--- config.mk ---
export PLATFORM = sky130hd
export DESIGN_NAME = enable_gen_multi
export DESIGN_NICKNAME = d
export VERILOG_FILES = /design/src/rtl/enable_gen_multi.sv
export SDC_FILE = /design/constraint.sdc
export NUM_CORES = 1
export LEC_CHECK = 0
export CAP_MARGIN = 30
export CORE_ASPECT_RATIO = 0.8
export CORE_MARGIN = 3
export CORE_UTILIZATION = 55
export CTS_CLUSTER_DIAMETER = 60
export DETAILED_ROUTE_END_ITERATION = 10
export PLACE_DENSITY = 0.74
export SYNTH_ARGS = -nofsm -noshare
export SYNTH_HDL_FRONTEND = slang
export SYNTH_SLANG_ARGS = --single-unit
--- constraint.sdc ---
create_clock -name CLK -period 2.81 [get_ports CLK]
set_input_delay 0.562 -clock CLK [delete_from_list [all_inputs] [get_ports CLK]]
set_output_delay 0.562 -clock CLK [all_outputs]
set_load 0.05 [all_outputs]
--- src/rtl/enable_gen_multi.sv ---
// -----------------------------------------------------------------------------
// enable_gen_multi
//
// Multi-rate clock-enable generator. A three-stage cascaded prescaler derives
// three one-cycle enable strobes from CLK, plus a half-second blink level:
//
//   stage 0  pre_cnt  0..PRE_MAX  -> EN_BASE  at BASE_HZ
//   stage 1  mid_cnt  0..DIV1-1   -> EN_SCAN  at BASE_HZ/DIV1
//   stage 2  sec_cnt  0..DIV2-1   -> EN_SEC   at BASE_HZ/(DIV1*DIV2)
//                                 -> BLINK    0 in first half of the second,
//                                             1 in the second half
//
// Run/stop, synchronous clear, single-step (while stopped) and a fast demo
// mode (EN_SEC follows EN_SCAN) are layered on top. These strobes feed the
// CNT60 counters, the display scanner and the colon blinker.
//
// Parameters
//   CLK_FREQ  input clock frequency in Hz
//   BASE_HZ   base tick rate; CLK_FREQ/BASE_HZ must be an integer >= 2
//   DIV1      base ticks per scan tick (>= 2)
//   DIV2      scan ticks per second tick (>= 2, even)
//   PRE_W     prescaler width; must hold CLK_FREQ/BASE_HZ-1
//   MID_W     stage-1 counter width; must hold DIV1-1
//   SEC_W     stage-2 counter width; must hold DIV2-1
//
// Ports
//   CLK      in   system clock
//   RESET    in   asynchronous, active-high reset
//   RUN      in   1 = counters advance, 0 = counters frozen
//   CLR      in   synchronous clear of all counters and outputs
//   FAST     in   1 = EN_SEC pulses at scan rate
//   STEP     in   debounced, synchronous level; a rising edge while stopped
//                 produces one EN_SEC
//   EN_BASE  out  one-cycle strobe at BASE_HZ
//   EN_SCAN  out  one-cycle strobe at BASE_HZ/DIV1
//   EN_SEC   out  one-cycle strobe at BASE_HZ/(DIV1*DIV2), or per FAST/STEP
//   BLINK    out  half-second blink level
// -----------------------------------------------------------------------------
module enable_gen_multi #(
    parameter int CLK_FREQ = 12000000,
    parameter int BASE_HZ  = 1000,
    parameter int DIV1     = 10,
    parameter int DIV2     = 100,
    parameter int PRE_W    = 24,
    parameter int MID_W    = 8,
    parameter int SEC_W    = 8
) (
    input  logic CLK,
    input  logic RESET,
    input  logic RUN,
    input  logic CLR,
    input  logic FAST,
    input  logic STEP,
    output logic EN_BASE,
    output logic EN_SCAN,
    output logic EN_SEC,
    output logic BLINK
);

    // Terminal counts of each stage, sized to the counter they are compared with.
    localparam logic [PRE_W-1:0] PRE_MAX  = PRE_W'(CLK_FREQ / BASE_HZ - 1);
    localparam logic [MID_W-1:0] MID_MAX  = MID_W'(DIV1 - 1);
    localparam logic [SEC_W-1:0] SEC_MAX  = SEC_W'(DIV2 - 1);
    localparam logic [SEC_W-1:0] SEC_HALF = SEC_W'(DIV2 / 2);

    logic [PRE_W-1:0] pre_cnt;
    logic [MID_W-1:0] mid_cnt;
    logic [SEC_W-1:0] sec_cnt;
    logic             step_q;     // previous STEP sample for edge detection

    logic             base_tick;  // stage 0 wraps on this edge
    logic             scan_tick;  // stage 1 wraps on this edge
    logic             sec_tick;   // stage 2 wraps on this edge
    logic             step_edge;
    logic             sec_req;    // EN_SEC wanted on the next cycle
    logic [SEC_W-1:0] sec_next;

    // Tick decode. Each stage only looks at its own count and the tick of the
    // stage below, so coincident strobes come out of the same edge and stay
    // aligned in the registered outputs.
    // NOTE: every always_comb output gets a value on every path (defaults
    // first); a missed branch would otherwise infer a latch.
    always_comb begin
        base_tick = 1'b0;
        scan_tick = 1'b0;
        sec_tick  = 1'b0;
        sec_req   = 1'b0;
        sec_next  = sec_cnt;

        base_tick = RUN && (pre_cnt == PRE_MAX);
        scan_tick = base_tick && (mid_cnt == MID_MAX);
        sec_tick  = scan_tick && (sec_cnt == SEC_MAX);
        step_edge = STEP && !step_q;

        if (scan_tick) begin
            sec_next = sec_tick ? '0 : sec_cnt + SEC_W'(1);
        end

        // FAST swaps the source of EN_SEC only; sec_cnt and BLINK still count
        // real seconds. A STEP edge only counts while stopped, when no tick
        // can be pending, so it never competes with a counter-generated pulse.
        sec_req = FAST ? scan_tick : sec_tick;
        if (!RUN && step_edge) begin
            sec_req = 1'b1;
        end
    end

    // NOTE: sequential state uses non-blocking assignments so every register
    // samples pre-edge values, regardless of statement order in this block.
    always_ff @(posedge CLK or posedge RESET) begin
        if (RESET) begin
            pre_cnt <= '0;
            mid_cnt <= '0;
            sec_cnt <= '0;
            step_q  <= 1'b0;
            EN_BASE <= 1'b0;
            EN_SCAN <= 1'b0;
            EN_SEC  <= 1'b0;
            BLINK   <= 1'b0;
        end else if (CLR) begin
            pre_cnt <= '0;
            mid_cnt <= '0;
            sec_cnt <= '0;
            // Track STEP even while clearing, so an edge arriving together
            // with CLR is swallowed rather than firing once CLR drops.
            step_q  <= STEP;
            EN_BASE <= 1'b0;
            EN_SCAN <= 1'b0;
            EN_SEC  <= 1'b0;
            BLINK   <= 1'b0;
        end else begin
            step_q  <= STEP;
            EN_BASE <= base_tick;
            EN_SCAN <= scan_tick;
            // Belt-and-braces: a STEP pulse immediately followed by RUN and a
            // tick could otherwise give EN_SEC two cycles in a row.
            EN_SEC  <= sec_req && !EN_SEC;

            // Stopping simply freezes the counts; resuming continues from
            // the held phase.
            if (RUN) begin
                pre_cnt <= base_tick ? '0 : pre_cnt + PRE_W'(1);
            end

            if (base_tick) begin
                mid_cnt <= scan_tick ? '0 : mid_cnt + MID_W'(1);
            end

            // BLINK is derived from the post-tick count so it changes in the
            // same cycle as the EN_SCAN that moves sec_cnt across the midpoint.
            if (scan_tick) begin
                sec_cnt <= sec_next;
                BLINK   <= (sec_next >= SEC_HALF);
            end
        end
    end

endmodule
======== Word-level counts from Yosys, hierarchy flattened ========
Cells that the tools add are included.
word-level totals
  output and inout port bits .............. 4
  flip-flop bits (word level) ............. 45
  logic and storage cells ................. 44
cells by class
  add/sub/neg operators ................... 3
  $lt $le $gt $ge ......................... 1
  multiplexer cells ....................... 17
  eq/ne operators ......................... 3
  reductions and logical operators ........ 12
operators by type and width
  cell                   count
  $mux 24                3
  $mux 8                 7
  $add 24x1->24 const B  1
  $eq 24x14->1 const B   1
  $add 8x1->8 const B    2
  $eq 8x4->1 const B     1
  $eq 8x7->1 const B     1
  $ge 8x6->1 const B     1
  $mux 1                 7
  $logic_and 1x1->1      6
  $reduce_bool 2->1      3
  $logic_not 1->1        3

======== Longest topological paths before layout ========
  depth in word-level cells ............... 9
  gate-level depth with buffers ........... 8

======== Worst setup path before layout ========
OpenSTA, ideal clock, no wires.
  kind .................................... register to register
  start ................................... reg sec_cnt[0]
  end ..................................... reg BLINK
  setup time .............................. 135 ps
  arrival time ............................ 1,819 ps
  period minus slack after synthesis ...... 1,954 ps
  buffers on the path ..................... 0
  path slack .............................. 856 ps
  stages on the path, launching flop included .. 7
  cell sequence ........................... dfrtp_1 > ha_1 > inv_1 > or3_1 > a221o_1 > a2111oi_0 > nor3_1
on the way
  longest elaborated chain between the ends .. 7
  elaborated cells between the ends (all ways) .. 8
  classes of those cells .................. 1 x add/sub; 1 x order compare; 1 x eq/ne; 4 x mux; 1 x reduce/logical
ends and longest elaborated chain
  what                                                 line  source
  start, declared                                      68    logic [SEC_W-1:0] sec_cnt;
  start signal, assigned                               152   sec_cnt <= sec_next;
  branches (longest 3 deep; another with $add 8x1->8)  --
  $mux 8 (*)                                           95    if (scan_tick) begin
  $ge 8x6->1 (*)                                       153   BLINK <= (sec_next >= SEC_HALF);
  $mux 1 (*)                                           151   if (scan_tick) begin
  $mux 1 (*)                                           120   end else if (CLR) begin
  end signal, assigned                                 153
  end, declared                                        57    output logic BLINK
Every way passes the cells marked *. The select of a mux whose other input is x is not followed.
A chain may end at the register's enable or synchronous reset.

======== Worst setup path in the final report ========
Ends and elaborated chain as after synthesis.

==> run summary <==
Share of cells above drive strength 1: 0.0947
CTS H-tree depth: 2
Final period util: 0.801
Slew Limit Fails: 0
EDFF count, synth: 0
Resized Gates After CTS: 0
Hold Buf Count CTS: 0
Fin Clk Skew: 0.00854 ns
Floorplan die height: 66.6 µm
Leak: 1.15 nW
Starting Density: 0.586
Final hold vios: 0
Crit Path Max Fanout: 7
Core Region: 4310 µm²
Ys async rst share: 1.00
CTS Sinks: 45
Synth Warn #: 0
HPWL Detailed: 3430 µm
Sum of negative setup slack: 0 ns
Hold WS: 0.437 ns
Maximum vdd drop: 263 µV
DIE AREA: 5440 µm²
Crit start category: register
Fin nets: 294
Clock transition at path regs: 0.08 ns
Post-synthesis sequential area ratio: 0.446
Largest net degree at the start of global routing: 46
Clock Path Buffers: 2
Antenna Nets Post-Route: 0
Initial antenna violation count: 0
First-pass DRT Iterations: 4
Minimum clock period: 2.25 ns
DRC errors left: 0
Vias in the first global route: 1853
Pwr/cell area: 407 nW/µm²
Rel. slew slack: 0.577
Routed WL per cell: 14.4 µm
GRT Overall Usage: 0.210
First-pass GRT wire length: 8800 µm
Layout fillers: 370
WP buf/inv: 1
Setup Buffers After CTS: 0
Max incr delay on CP: 0.47 ns
Syn Nets: 281
Vias/cell: 5.73
Top Family by Delay on Critical Path: compound AO/OA/AOI/OAI gates
Die extent in x: 81.7 µm
Crit path kind: register to register
Clock Root Buffer: clkbuf_8
Diode count: 0
IO Port Bufs: 9
Fmax: 444 MHz
CTS tree: done
Drt total wl: 4930 µm
#FFs+latches synth: 45
Area Growth Syn to Fin: 10.6%
Crit-path slowest cell: dfrtp_1
Cell Rows: 21
CP required: 2.98 ns
Clock Latency Late Sink: 0.30 ns
DR iter-0 viols: 128
Grt ovf: 0
Critical Path AT: 2.42 ns
Io pins: 10
Avg Inst Size Synth: 9.31 µm²
MaxCap Viol Count: 0
RSZ-0062 raised after global routing: false
Yosys top cell by area: dfrtp_1
Top_reg_cell synth: dfrtp_1
Via count: 1960
Worst-path cell chain: ha_1 > inv_1 > or3_1 > a221o_1 > a2111oi_0 > nor3_1
Actual slew at the worst max-slew pin: 0.633 ns
Worst setup EP type: register
Count of final setup violators: 0
Top cell type's share of synthesized area: 0.446
Largest cells by area after synthesis: dfrtp_1 (45%), xor2_1 (6.6%), nor2_1 (5.5%)
Final Wtd Congestion: 0.816
Outcome: complete, no violations
Worst hold path type: register to register
Total Power: 1.13 mW
Synth unique cells: 50
Mapped Area: 2520 µm²
Cts bufs inserted: 5
Mapped Cells: 271
==> stage by stage <==
| stage | instances | cell area [µm²] | util | setup slack [ns] |
|---|---|---|---|---|
| 5_1_grt | 342 | 2790 | 0.648 | 0.372 |
| 3_5_place_dp | 334 | 2690 | 0.624 | 0.290 |
| 6_report | 342 | 2790 | 0.648 | 0.560 |
| 2_1_floorplan | 271 | 2520 | - | 0.856 |
| 4_1_cts | 342 | 2790 | 0.648 | 0.578 |
| 3_3_place_gp | 334 | 2690 | 0.624 | 0.386 |
==> path summary, 6_finish.rpt <==
check                      slack [ns]  cells after the start  startpoint         end
min in group asynchronous        0.72                      3       RESET  mid_cnt[4]
min reg2reg                      0.44                      1      EN_SEC      EN_SEC
max reg2reg                      0.56                      6  sec_cnt[0]       BLINK
min                              0.44                      1      EN_SEC      EN_SEC
max in group asynchronous        1.72                      3       RESET     EN_SCAN
max                              0.56                      6  sec_cnt[0]       BLINK
==> Yosys cell counts, types with 5 or more instances <==
master    instances
or3_1             9
clkbuf_1          6
xnor2_1           5
nor2_1           37
xor2_1           19
inv_1             7
and3_1            7
nand3_1          17
nand2_1          22
nor3_1            5
nand4_1           8
o21ai_0          10
dfrtp_1          45
a21oi_1          17
==> worst register-to-register path, stage by stage (launching register included) <==
cell and delay, ns:
dfrtp_1 0.47, ha_1 0.30, inv_1 0.13, or3_1 0.38, a221o_1 0.31, a2111oi_0 0.44, nor3_1 0.09
==> power breakdown <==
part	leakage [nW]	internal (mW)	switching, mW	total [mW]
combinational	0.475	0.0160	0.0338	0.0498
sequential	0.625	0.650	0.00273	0.653
clock	0.0542	0.222	0.210	0.432
==> cell families after synthesis <==
| family | count (synthesis) | synth area share |
|---|---|---|
| compound gates | 44 | 0.108 |
| simple gates | 134 | 0.302 |
| buf+inv | 18 | 0.0327 |
| xor+xnor | 24 | 0.0833 |
| fa+ha+maj | 4 | 0.0198 |
| mux | 2 | 0.00793 |
| flops | 45 | 0.446 |
==> layer usage <==
layer	global-route usage	vias up	share of wire	wire, µm
li1	-	995	-	-
met1	0.320	929	0.53	2600
met2	0.294	31	0.43	2100
met3	0.0446	5	0.035	170
met4	0.0685	0	0.011	55
met5	0	-	0	0
==> flip-flops by register name, indices dropped and copies added (netlist names) <==
name,cells
EN_BASE,1
step_q,1
EN_SEC,1
mid_cnt,8
sec_cnt,8
BLINK,1
pre_cnt,24
EN_SCAN,1
==> cell type report <==
| class | instances | area, µm² | area share |
|---|---|---|---|
| multi-input combinational | 208 | 1320 | 0.471 |
| clock buffer | 7 | 96.3 | 0.0345 |
| inverter | 7 | 26.3 | 0.00942 |
| timing repair buffer | 17 | 150 | 0.0538 |
| sequential | 45 | 1130 | 0.404 |
| clock inverter | 1 | 5.00 | 0.00179 |
| tap | 57 | 71.3 | 0.0256 |
==> cell usage in the layout, fill, tap and decap left out, types with 5 or more instances in the layout <==
master,n
clkdlybuf4s50_1,9
or3_1,9
inv_1,6
nand2_1,22
a21oi_1,17
o21ai_0,10
clkbuf_8,7
dfrtp_1,45
buf_4,8
nor3_1,5
nor2_1,37
xor2_1,19
xnor2_1,5
nand3_1,17
nand4_1,8
and3_1,7
Note: power is estimated with default switching activity, not from simulation.
